`src/rtl/arb_pkg.sv`:
```
// rtl/arb_pkg.sv - shared constants and state encoding for the round-robin arbiter
package arb_pkg;

  localparam int NREQ  = 8;
  localparam int IDX_W = 3;

  typedef enum logic {
    IDLE  = 1'b0,
    GRANT = 1'b1
  } state_e;

endpackage

```
`src/rtl/dec3to8_onehot.sv`:
```
// rtl/dec3to8_onehot.sv - 3-bit index to 8-bit one-hot decode, forced to zero when not valid
module dec3to8_onehot
  import arb_pkg::*;
(
  input  logic [IDX_W-1:0] idx_i,
  input  logic             valid_i,
  output logic [NREQ-1:0]  onehot_o
);

  always_comb begin
    onehot_o = '0;
    for (int i = 0; i < NREQ; i++) begin
      onehot_o[i] = valid_i && (idx_i == IDX_W'(i));
    end
  end

endmodule

```
`src/rtl/rr_arbiter8.sv`:
```
// rtl/rr_arbiter8.sv - 8-way round-robin arbiter with grant holding and max-hold timeout
module rr_arbiter8
  import arb_pkg::*;
#(
  parameter int HOLD_MAX = 15
) (
  input  logic             clk,
  input  logic             rst_n,
  input  logic             en,
  input  logic [NREQ-1:0]  req,
  output logic [NREQ-1:0]  gnt,
  output logic [IDX_W-1:0] gnt_idx,
  output logic             gnt_valid,
  output logic             timeout
);

  localparam int CNT_W = (HOLD_MAX < 1) ? 1 : $clog2(HOLD_MAX + 1);
  localparam logic [CNT_W-1:0] CNT_LAST = CNT_W'((HOLD_MAX < 1) ? 0 : HOLD_MAX - 1);

  state_e             state_q, state_d;
  logic [IDX_W-1:0]   ptr_q, ptr_d;
  logic [IDX_W-1:0]   idx_q, idx_d;
  logic [CNT_W-1:0]   cnt_q, cnt_d;
  logic               timeout_q, timeout_d;
  logic [NREQ-1:0]    gnt_q, gnt_d;
  logic [IDX_W-1:0]   win_idx;
  logic [IDX_W-1:0]   cand;

  // Scan from the far end of the rotation back to ptr so the nearest request wins.
  always_comb begin
    win_idx = ptr_q;
    cand    = '0;
    for (int k = NREQ - 1; k >= 0; k--) begin
      cand = ptr_q + IDX_W'(k);
      if (req[cand]) begin
        win_idx = cand;
      end
    end
  end

  always_comb begin
    state_d   = state_q;
    ptr_d     = ptr_q;
    idx_d     = idx_q;
    cnt_d     = cnt_q;
    timeout_d = 1'b0;
    case (state_q)
      IDLE: begin
        if (en && (|req)) begin
          state_d = GRANT;
          idx_d   = win_idx;
          cnt_d   = '0;
        end
      end
      GRANT: begin
        if (!req[idx_q] || ((HOLD_MAX != 0) && (cnt_q == CNT_LAST))) begin
          state_d   = IDLE;
          ptr_d     = idx_q + IDX_W'(1);
          timeout_d = req[idx_q];
        end else begin
          cnt_d = cnt_q + CNT_W'(1);
        end
      end
    endcase
  end

  dec3to8_onehot u_dec (
    .idx_i    (idx_d),
    .valid_i  (state_d == GRANT),
    .onehot_o (gnt_d)
  );

  always_ff @(posedge clk or negedge rst_n) begin
    if (!rst_n) begin
      state_q   <= IDLE;
      ptr_q     <= '0;
      idx_q     <= '0;
      cnt_q     <= '0;
      timeout_q <= 1'b0;
      gnt_q     <= '0;
    end else begin
      state_q   <= state_d;
      ptr_q     <= ptr_d;
      idx_q     <= idx_d;
      cnt_q     <= cnt_d;
      timeout_q <= timeout_d;
      gnt_q     <= gnt_d;
    end
  end

  assign gnt       = gnt_q;
  assign gnt_idx   = idx_q;
  assign gnt_valid = (state_q == GRANT);
  assign timeout   = timeout_q;

endmodule

```
`config.mk`:
```
export PLATFORM = sky130hd
export DESIGN_NAME = rr_arbiter8
export DESIGN_NICKNAME = d
export VERILOG_FILES = /design/src/rtl/arb_pkg.sv /design/src/rtl/dec3to8_onehot.sv /design/src/rtl/rr_arbiter8.sv
export SDC_FILE = /design/constraint.sdc
export NUM_CORES = 1
export LEC_CHECK = 0
export ABC_AREA = 1
export BUFFER_PORTS_ARGS = -buffer_cell sky130_fd_sc_hd__buf_4
export CAP_MARGIN = 20
export CORE_ASPECT_RATIO = 0.8
export CORE_MARGIN = 1
export CORE_UTILIZATION = 51
export CTS_CLUSTER_DIAMETER = 60
export DETAILED_ROUTE_END_ITERATION = 6
export GPL_TIMING_DRIVEN = 0
export PLACE_DENSITY = 0.75
export SYNTH_ARGS = -nofsm -noshare
export SYNTH_HDL_FRONTEND = slang
export SYNTH_SLANG_ARGS = --single-unit
```
`constraint.sdc`:
```
create_clock -name clk -period 2.2 [get_ports clk]
set_clock_uncertainty 0.1 [all_clocks]
set_input_delay 0.11 -clock clk [delete_from_list [all_inputs] [get_ports clk]]
set_output_delay 0.11 -clock clk [all_outputs]
set_load 0.01 [all_outputs]
```
==> reports/results.ini, run 1 <==
[synth]
avgSynthCellArea_um2 = 7.37
synth_seq_cells = 20
ys_seq_area_frac = 0.304
synthFlopType = dfrtp_1
synthesis.area_mm2 = 0.00164
yosysWarnings = 0
async_flop_share = 1.00
synth_nets = 239
synth_cell_types = 27
synth_cells = 223
synth_edf_count = 0

[cts]
cts_root_buffer = clkbuf_8
clock_latency_ns = 0.27
clockBufferDepth = 2
cts_tree = built
htree_num_levels = 1
cts_buffers = 3
clkSinkCount = 20
path_clk_slew_ns = 0.08

[timing]
worst_slew_pin_slew_ns = 0.424
min_period_ns = 2.24
finalHoldViolations = 0
finalMaxSlewViolations = 0
fin_ws_ns = -0.0411
timing.final.crit_share = 1.02
relSlewSlack = 0.716
rsz0062_at_grt = yes
finalSetupViolCount = 8
fmax_mhz = 446

[worst_setup_path]
cp_common_cell = nand2_1
arrival_ns = 2.34
crit_path_top_delay_cell = dfrtp_1
critPathMaxStageDelay_ns = 0.37
required_ns = 2.30
end_kind = flop
crit_fanout = 6
start_kind = flop
critPathKind = reg -> reg
cp_cell_sequence = buf_6 -> clkinv_8 -> ha_4 -> inv_8 -> nand3_4 -> nand3_2 -> nand2_2 -> nand2_1 -> nand3_1 -> nand2_1 -> nand2_1 -> nand2_1 -> nand2_1 -> nand2_1 -> nand2_1 -> nand2_2 -> nand2_4 -> nand3_2 -> nor2_2

[placed_design]
post-dp-hpwl_um = 3010
dpl.cell_count = 286
place_congestion = 0.891
port_buffers = 23

[floorplan]
rows = 18
dieHeight_um = 52.8
dieArea_mm2 = 0.00346
die_w_um = 65.5
start_util = 0.533
io_pins = 24
core_area_mm2 = 0.00309

[final_layout]
fin_cells = 298
drive_gt1_frac = 0.419
fin_nets = 275
layout_common_cells = nand2_1, buf_4, nand2_2, dfrtp_1, nor2_1
area_growth_pct = 31.2
antennaDiodeCount = 0
n_fill_cell = 259
mostFrequentLayoutCell = nand2_1

[drt]
drc = 0
final_antenna_net_count = 0
totalWireLength_um = 4250
wl_per_cell_um = 14.2
vias = 1641
vias_per_cell = 5.51
drtIter0Drc = 99
dr.pass1.iters = 5

[grt]
grt_use_total = 0.251
grt_antenna_before_repair = 0
grt_max_degree = 21
grt_pass1_wl_um = 6460
grt_pass1_vias = 1415
grt.overflow.total = 0

[status]
violations = setup timing
status = finished, violations left

[run]
cap_violations = 0

[worst_hold_path]
hold_class = in -> async

-- area by class of cell --
cell class | instances | area, um2 | share of cell area
flip-flops and latches | 20 | 502 | 0.233
plain buffers | 3 | 33.8 | 0.0157
clock buffers | 3 | 41.3 | 0.0191
multi-input cells | 174 | 1140 | 0.530
repair buffers | 31 | 235 | 0.109
well taps | 40 | 50.0 | 0.0232
inverters | 26 | 123 | 0.0568
clock inverters | 1 | 30.0 | 0.0139
-- Yosys cell counts (2+ instances only) --
cell type	count	area, um2
nor2_1	19	71.3
o21ai_1	2	10.0
nand2_2	24	150
ha_1	5	62.6
nand3_1	24	120
nor4_1	2	12.5
inv_1	14	52.6
nand3_2	16	160
a31oi_1	2	12.5
buf_6	3	33.8
inv_2	10	37.5
nand2_1	50	188
dfrtp_1	20	500
nand4_1	2	12.5
nand2_4	2	22.5
a21oi_1	10	50.1
o21ai_0	8	40.0
-- through the flow --
step | instance area [um2] | TNS, ns | utilization | setup WS, ns | hold slack (ns)
after floorplan | 1640 | 0 | - | 0.0459 | -0.286
after global placement | 1870 | -2.94 | 0.605 | -0.331 | -0.102
after detailed placement | 1870 | -2.95 | 0.605 | -0.368 | -0.100
after CTS | 2040 | -0.0157 | 0.662 | -0.0157 | 0.147
after global routing | 2160 | -1.64 | 0.699 | -0.209 | 0.187
final | 2160 | -0.156 | 0.699 | -0.0411 | 0.161
-- what timing repair did --
item | CTS | global route
setup buffers | 5 | 2
pin swaps | 5 | 11
endpoints found under the setup margin | 11 | 11
endpoints found under the hold margin | 20 | 0
hold buffers | 1 | 0
resized for setup | 12 | 19
-- logic make-up after synthesis --
family          count (synthesis)  synth area share
simple gates                  141             0.455
buf+inv                        29            0.0860
compound gates                 26            0.0944
flops                          20             0.304
fa+ha+maj                       5            0.0381
xor+xnor                        2            0.0221
-- worst max-delay path, delay by kind of cell, from the launching register on --
family	cells	cell delay, ns
adders and majority gates	1	0.36
DFF	1	0.37
and+or+nand+nor	15	1.06
buffers and inverters	3	0.26
-- path summary, 6_finish.rpt --
kind / start / to / slack [ns] / cells past startpoint
max: ptr_q[1] / gnt[0] / -0.04 / 19
min: rst_n / gnt[4] / 0.16 / 2
max reg2reg: ptr_q[1] / gnt[0] / -0.04 / 19
min reg2reg: cnt_q[1] / cnt_q[1] / 0.46 / 2
max in group asynchronous: rst_n / gnt_idx[0] / 1.62 / 2
min in group clk: en / gnt_idx[0] / 0.23 / 5
-- registers in the layout (all words and copies together), names as in the netlist --
signal,flops
timeout,1
gnt_idx,3
ptr_q,3
cnt_q,4
gnt,8
gnt_valid,1
-- routing by layer --
layer / GRT usage / vias to the layer above / share of wire / routed length (um)
met5: 0 / - / 0 / 0
met4: 0.0543 / 0 / 0.0094 / 40
met3: 0.0717 / 6 / 0.082 / 348
met2: 0.400 / 66 / 0.48 / 2050
met1: 0.336 / 772 / 0.43 / 1810
li1: - / 797 / - / -
Power of run 1 is not shown: default switching activity piles up to over one toggle a cycle in this logic, so the estimate is an artifact.
==> run 2: changes to the inputs <==
PLACE_DENSITY = 0.86   (was 0.75)
==> run 2 against run 1 <==
The flow still finishes with violations (setup timing); setup slack got worse by 0.036 ns; non-clock buffer count unchanged; global-route usage decreased by 1.5 points; wire length decreased by 2.0%; critical path type unchanged.
==> reports/results.ini, run 2 (synthesized netlist as in run 1, its figures left out) <==
[floorplan]
core_area_mm2 = 0.00309  ; unchanged
start_util = 0.533  ; unchanged
rows = 18  ; unchanged
dieHeight_um = 52.8  ; unchanged
die_w_um = 65.5  ; unchanged
dieArea_mm2 = 0.00346  ; unchanged
io_pins = 24  ; unchanged

[timing]
worst_slew_pin_slew_ns = 0.410  ; -0.0148 ns
rsz0062_at_grt = yes
fin_ws_ns = -0.0775  ; -0.0364 ns
fmax_mhz = 439  ; -1.6%
whs_ns = 0.148  ; -0.0130 ns
min_period_ns = 2.28  ; +0.0364 ns
finalMaxSlewViolations = 0  ; unchanged
finalSetupViolCount = 8  ; unchanged
relSlewSlack = 0.726  ; +0.00990
timing.final.crit_share = 1.04  ; +0.0165
finalHoldViolations = 0  ; unchanged

[final_layout]
layout_common_cells = nand2_1, buf_4, nand2_2, dfrtp_1, nand3_1
fin_cells = 298  ; unchanged
antennaDiodeCount = 0  ; unchanged
drive_gt1_frac = 0.442  ; +0.0233
area_growth_pct = 32.3
largest_register_ffs = 8  ; unchanged
mostFrequentLayoutCell = nand2_1
fin_nets = 275  ; unchanged
final_util = 0.705  ; +0.00568

[drt]
drc = 0  ; unchanged
vias_per_cell = 5.47  ; -0.67%
wl_per_cell_um = 14.0  ; -2.0%
final_antenna_net_count = 0  ; unchanged
dr.pass1.iters = 6  ; +1
drtIter0Drc = 133  ; +34%
vias = 1630  ; -0.67%
totalWireLength_um = 4160  ; -2.0%

[placed_design]
dpl.cell_count = 286  ; unchanged
place_congestion = 0.937  ; +5.2%
port_buffers = 23  ; unchanged
post-dp-hpwl_um = 2880  ; -4.1%

[run]
cap_violations = 0  ; unchanged

[worst_setup_path]
crit_fanout = 7  ; +1
arrival_ns = 2.37  ; +0.03 ns
required_ns = 2.30  ; about the same
end_kind = flop
r2r_setup_slack_ns = -0.08  ; -0.04 ns
critPathKind = reg -> reg
start_kind = flop

[cts]
path_clk_slew_ns = 0.08  ; about the same
htree_num_levels = 1  ; unchanged
cts_tree = built
clock_latency_ns = 0.26  ; about the same
cts_buffers = 3  ; unchanged
clockBufferDepth = 2  ; unchanged
clkSinkCount = 20  ; unchanged
cts_root_buffer = clkbuf_8

[status]
status = finished, violations left
violations = setup timing

[grt]
grt_max_degree = 21  ; unchanged
grt_pass1_vias = 1397  ; -1.3%
grt_antenna_before_repair = 0  ; unchanged
grt_use_total = 0.236  ; -0.0153
grt_pass1_wl_um = 6180  ; -4.4%
grt.overflow.total = 0  ; unchanged

[worst_hold_path]
hold_class = in -> async

-- run 2: cell types whose count changed in the layout (fill, tap and decap cells not counted), moves of 2 or more --
| cell | change |
|---|---|
| nand2_1 | -5 |
| nand2_2 | +4 |
| nor2_1 | -2 |
| nor2_2 | +2 |
-- run 2: worst paths after layout --
check | startpoint | end | depth (start not counted)
max | ptr_q[1] | gnt[1] | 19
min | rst_n | gnt[6] | 2
max reg2reg | ptr_q[1] | gnt[1] | 19
min reg2reg | cnt_q[2] | cnt_q[2] | 2
max in group asynchronous | rst_n | ptr_q[0] | 2
min in group clk | en | gnt_idx[0] | 5
-- run 2: through the flow --
stage / TNS [ns] / area (um2) / setup WS (ns)
6_report: -0.483 / 2170 / -0.0775
2_1_floorplan: 0 / 1640 / 0.0459
5_1_grt: -1.96 / 2170 / -0.242
3_5_place_dp: -2.97 / 1870 / -0.331
3_3_place_gp: -2.71 / 1870 / -0.310
4_1_cts: -0.00587 / 2020 / -0.00587
-- run 2: repair_timing --
item	CTS	global route
resized for setup	11	27
endpoints found under the setup margin	11	11
endpoints found under the hold margin	20	0
pin swaps	2	19
gates cloned	0	0
setup buffers	3	4
hold buffers	1	0
-- run 2: cell type report --
cell class              instances  area, um2
fillers                       223        911
plain buffers                   3       33.8
clock buffers                   3       41.3
flip-flops and latches         20        502
inverters                      26        125
well taps                      40       50.0
multi-input cells             174       1160
clock inverters                 1       30.0
repair buffers                 31        235
-- run 2: metal layers --
metal	vias to the layer above	share of wire	global-route usage
met5	-	0	0
met4	0	0.012	0.0399
met3	8	0.068	0.0543
met2	65	0.46	0.368
met1	760	0.46	0.335
li1	797	-	-
-- run 2: worst max-delay path: stages, from the launching register on --
cell	delay (ns)
dfrtp_1	0.37
buf_6	0.13
clkinv_8	0.05
ha_4	0.36
inv_8	0.07
nand3_4	0.10
nand3_4	0.10
nand2_4	0.07
nand2_2	0.05
nand2_2	0.06
nand2_2	0.05
nand2_2	0.06
nand2_2	0.05
nand2_2	0.09
nand2_2	0.05
nand2_2	0.07
nand3_4	0.09
nand2_4	0.11
nand2_2	0.06
nor2_2	0.09
Power of run 2 is left out for the same reason.
